## config.mk

```make
export PLATFORM = sky130hd
export DESIGN_NAME = pc_run_ctrl
export DESIGN_NICKNAME = d
export VERILOG_FILES = /design/src/rtl/pc_run_ctrl.sv
export SDC_FILE = /design/constraint.sdc
export NUM_CORES = 1
export LEC_CHECK = 0
export ABC_AREA = 1
export BUFFER_PORTS_ARGS = -buffer_cell sky130_fd_sc_hd__buf_2
export CAP_MARGIN = 20
export CORE_MARGIN = 4
export CORE_UTILIZATION = 54
export DETAILED_ROUTE_END_ITERATION = 10
export GPL_TIMING_DRIVEN = 1
export PLACE_DENSITY = 0.82
export SLEW_MARGIN = 20
export SYNTH_ARGS = -nofsm -noshare
export SYNTH_HDL_FRONTEND = slang
export SYNTH_SLANG_ARGS = --single-unit
```

## constraint.sdc

```tcl
create_clock -name clk -period 4.55 [get_ports clk]
set_clock_uncertainty 0.1 [all_clocks]
set_input_delay 0.2275 -clock clk [delete_from_list [all_inputs] [get_ports clk]]
set_output_delay 0.2275 -clock clk [all_outputs]
set_load 0.1 [all_outputs]
```

## src/rtl/pc_run_ctrl.sv

```systemverilog
// pc_run_ctrl: run-control sequencer for the emulator program counter.
// It parks the PC in IDLE, loads the entry point in LOAD, and retires one
// instruction per cycle in RUN, holding the PC on a stall. A decoded halt
// or the instruction-count watchdog ends the run in DONE.
// Ports:
//   clk, rst_n             clock, async active-low reset
//   go, start_addr         run request and entry point (sampled in IDLE/DONE)
//   pc_in                  current PC fed back from the program counter
//   halt, stall            decoder halt and pipeline hold requests
//   br_in, taken_in        decoder branch / branch-taken flags
//   pc_start*, pc_branch,  PC control (combinational from state and inputs)
//   pc_taken
//   busy, done             decoded from the state register
//   timeout, instr_count   registered watchdog flag and retired count
module pc_run_ctrl #(
  parameter int unsigned ROM_SIZE  = 512,
  parameter int unsigned MAX_INSTR = 4096,
  parameter int unsigned CNT_W     = 16,
  localparam int unsigned AW       = $clog2(ROM_SIZE) + 1
) (
  input  logic             clk,
  input  logic             rst_n,
  input  logic             go,
  input  logic [AW-1:0]    start_addr,
  input  logic [AW-1:0]    pc_in,
  input  logic             halt,
  input  logic             stall,
  input  logic             br_in,
  input  logic             taken_in,
  output logic             pc_start,
  output logic [AW-1:0]    pc_start_addr,
  output logic             pc_branch,
  output logic             pc_taken,
  output logic             busy,
  output logic             done,
  output logic             timeout,
  output logic [CNT_W-1:0] instr_count
);

  typedef enum logic [1:0] {
    ST_IDLE = 2'd0,
    ST_LOAD = 2'd1,
    ST_RUN  = 2'd2,
    ST_DONE = 2'd3
  } state_e;

  localparam logic [CNT_W-1:0] LAST_CNT = CNT_W'(MAX_INSTR - 1);

  state_e           state_q, state_d;
  logic [AW-1:0]    addr_q, addr_d;
  logic [CNT_W-1:0] count_q, count_d;
  logic             timeout_q, timeout_d;

  // State and run bookkeeping registers
  always_ff @(posedge clk or negedge rst_n) begin
    if (!rst_n) begin
      state_q   <= ST_IDLE;
      addr_q    <= '0;
      count_q   <= '0;
      timeout_q <= 1'b0;
    end else begin
      state_q   <= state_d;
      addr_q    <= addr_d;
      count_q   <= count_d;
      timeout_q <= timeout_d;
    end
  end

  // Next-state logic and PC control; PC is reloaded (held) unless retiring
  always_comb begin
    state_d       = state_q;
    addr_d        = addr_q;
    count_d       = count_q;
    timeout_d     = timeout_q;
    pc_start      = 1'b1;
    pc_start_addr = addr_q;
    pc_branch     = 1'b0;
    pc_taken      = 1'b0;

    unique case (state_q)
      ST_IDLE: begin
        if (go) begin
          addr_d    = start_addr;
          count_d   = '0;
          timeout_d = 1'b0;
          state_d   = ST_LOAD;
        end
      end

      ST_LOAD: begin
        state_d = ST_RUN;
      end

      ST_RUN: begin
        pc_start_addr = pc_in;
        if (halt) begin
          state_d = ST_DONE;
        end else if (!stall) begin
          // Retire: hand the PC over to sequential/branch advance
          pc_start  = 1'b0;
          pc_branch = br_in;
          pc_taken  = br_in & taken_in;
          count_d   = count_q + CNT_W'(1);
          if (count_q == LAST_CNT) begin
            timeout_d = 1'b1;
            state_d   = ST_DONE;
          end
        end
      end

      ST_DONE: begin
        pc_start_addr = pc_in;
        if (go) begin
          addr_d    = start_addr;
          count_d   = '0;
          timeout_d = 1'b0;
          state_d   = ST_LOAD;
        end
      end

      default: begin
        state_d = ST_IDLE;
      end
    endcase
  end

  assign busy        = (state_q == ST_LOAD) || (state_q == ST_RUN);
  assign done        = (state_q == ST_DONE);
  assign timeout     = timeout_q;
  assign instr_count = count_q;

endmodule

```

==> results.py <==
metrics = {
    "outcome": {
        "status": "completed",
    },
    "floorplan": {
        "placementRows": 20,
        "ios": 59,
        "die_w_um": 65.4,
        "die_h_um": 65.4,
        "dieArea_sq_um": 4280,
        "coreArea_sq_um": 3100,
        "floorplan.initialDensity": 0.574,
    },
    "finish": {
        "drive_above_1_share": 0.307,
        "final_area_sq_um": 2270,
        "final_util": 0.731,
        "diodes": 0,
        "fin_nets": 333,
        "area_growth_pct": 27.4,
        "fillers": 272,
    },
    "synth": {
        "synth-edff-count": 0,
        "synth_cell_types": 28,
        "yosys_warnings": 0,
        "synth_area_sq_um": 1780,
        "async_flop_share": 1.00,
        "synth.area.top_cells": "dfrtp_1 (41%), nand2_1 (16%), mux2_2 (6.3%)",
        "syn_nets": 265,
        "ys_seq_area_frac": 0.407,
        "synth_ff_type": "dfrtp_1",
        "synth_common_cells": "nand2_1 (78), dfrtp_1 (29), inv_1 (25), nor2_1 (18), nand3_1 (17)",
        "synth.top_cell.area_share": 0.407,
        "synth_seq_cells": 29,
        "yosys.area.top_type": "dfrtp_1",
        "synth_area_per_cell_sq_um": 7.61,
        "synth_most_common_cell": "nand2_1",
        "synthCells": 234,
    },
    "drt": {
        "routedWlPerCell_um": 12.7,
        "drt_iter0_drc": 92,
        "num_vias": 1761,
        "totalWireLength_um": 4390,
        "first_pass_iters": 4,
        "drc_errors": 0,
        "detail-route-antenna-nets": 0,
        "viasPerCell": 5.07,
    },
    "global_routing": {
        "grt.busiest_layer": "met2",
        "grt_usage": 0.219,
        "grt_use_met1": 0.283,
        "grt_pass1_vias": 1583,
        "grt_antenna_before_repair": 0,
        "grt_first_pass_wirelength_um": 7220,
        "globalRouteOverflowTotal": 0,
        "use_met2": 0.370,
        "grt_use_met3": 0.0376,
        "grt_max_degree": 30,
    },
    "setup_path": {
        "path_max_fanout": 10,
        "r2r_start": "state_q[0]",
        "reg2reg_slack_ps": 2440,
        "worstSetupEndpointType": "output port",
        "criticalPathCategory": "reg2out",
        "arrival_ps": 2220,
        "start_kind": "register",
        "reg2reg_depth": 9,
        "worstReg2RegEnd": "instr_count[6]",
        "crit_required_ps": 4220,
    },
    "placed_design": {
        "place_area_sq_um": 2090,
        "port_buffers": 58,
        "gp_congestion": 0.821,
        "post-dp-hpwl_um": 3150,
    },
    "clock_tree": {
        "cts_tree": "yes",
        "clk_pin_slew_worst_paths_ps": 100,
        "ctsResizeCount": 0,
        "root_buffer": "clkbuf_4",
        "clock_latency_ps": 320,
        "cts.hold.buffers_added": 8,
        "clock-sinks": 29,
        "clockBufferDepth": 2,
        "htreeDepth": 2,
        "cts_inserted_buffers": 5,
        "post-cts-setup-buffers": 0,
    },
    "timing": {
        "fin_crit_sh": 0.559,
        "hold_viol": 0,
        "finalSetupViolCount": 0,
        "fmax_mhz": 393,
        "rsz0062_at_grt": "false",
        "max_slew_margin": 0.573,
        "fin_tns_setup_ps": 0,
        "period_minus_slack_ps": 2540,
        "tightest_slew_ps": 641,
        "drv_slew": 0,
    },
    "min_path": {
        "hold_class": "in2reg",
        "min-delay-start": "start_addr[3]",
        "min_to": "addr_q[3]",
        "holdPathStages": 3,
    },
    "run": {
        "drv_cap": 0,
    },
}
[worst max-delay path, stage by stage, from the launching register on]
cell	delay, ps
dfrtp_1	410
inv_1	60
ha_1	280
nor2_2	430
mux2_2	410
buf_2	300
[final cells by class]
class                      count  area, sq um  share of cell area
clock buffer                   5         37.5              0.0165
multi-input combinational    173          915               0.403
tap                           44         55.1              0.0243
timing repair buffer          66          370               0.163
clock inverter                 3         65.1              0.0287
inverter                      27          101              0.0447
sequential                    29          726               0.320
[sequential cells by signal, indices dropped and copies added (netlist names)]
register	count
instr_count	16
addr_q	10
state_q	2
timeout	1
[worst max-delay path by stage]
stage	endpoint	depth (start not counted)	from	slack, ps
floorplan	pc_taken	4	state_q[0]	140
global placement	pc_start_addr[6]	5	state_q[0]	2420
detailed placement	pc_start_addr[3]	5	state_q[0]	2390
CTS	pc_start_addr[3]	5	state_q[0]	2030
global route	pc_start_addr[4]	5	state_q[0]	1840
finish	pc_start_addr[4]	5	state_q[0]	2010
[metrics by stage]
| stage | cells | setup slack [ps] | hold slack, ps |
|---|---|---|---|
| global placement | 331 | 2420 | 192 |
| detailed placement | 331 | 2390 | 191 |
| finish | 347 | 2010 | 2.18 |
| global route | 347 | 1840 | 2.32 |
| CTS | 347 | 2030 | 0.100 |
| floorplan | 234 | 137 | -168 |
[metal layers]
layer / vias to the layer above / share of wire
li1: 893 / -
met1: 814 / 0.43
met2: 48 / 0.50
met3: 6 / 0.063
met4: 0 / 0.011
met5: - / 0
[cells in the final DEF (no fill, tap or decap)]
cell type / Yosys / layout
nor3_2: 1 / 1
buf_2: 2 / 58
inv_2: 2 / 2
o21bai_1: 1 / 1
dlygate4sd3_1: 0 / 8
nor3_1: 2 / 2
nand4_1: 12 / 12
ha_1: 4 / 4
clkinv_2: 0 / 1
nand2_1: 78 / 78
a21oi_1: 4 / 4
nor2_2: 4 / 4
xor2_1: 1 / 1
nand2_2: 4 / 4
and2_1: 1 / 1
inv_1: 25 / 25
dfrtp_1: 29 / 29
a21oi_2: 2 / 2
bufinv_16: 0 / 2
nor3b_1: 1 / 1
nand3_1: 17 / 17
nor2_4: 2 / 2
o21ai_1: 8 / 8
mux2_2: 10 / 10
clkbuf_4: 0 / 5
nand3_2: 1 / 1
and3_1: 1 / 1
o21a_4: 1 / 1
nor2_1: 18 / 18
[kinds of logic after synthesis]
| group | synth area share |
|---|---|
| compound gates | 0.0562 |
| xor+xnor | 0.00492 |
| fa+ha+maj | 0.0281 |
| buf+inv | 0.0794 |
| flops | 0.407 |
| mux | 0.0632 |
| simple gates | 0.361 |
Power is not shown: default switching activity piles up to over one toggle a cycle in this logic, so the estimate is an artifact.
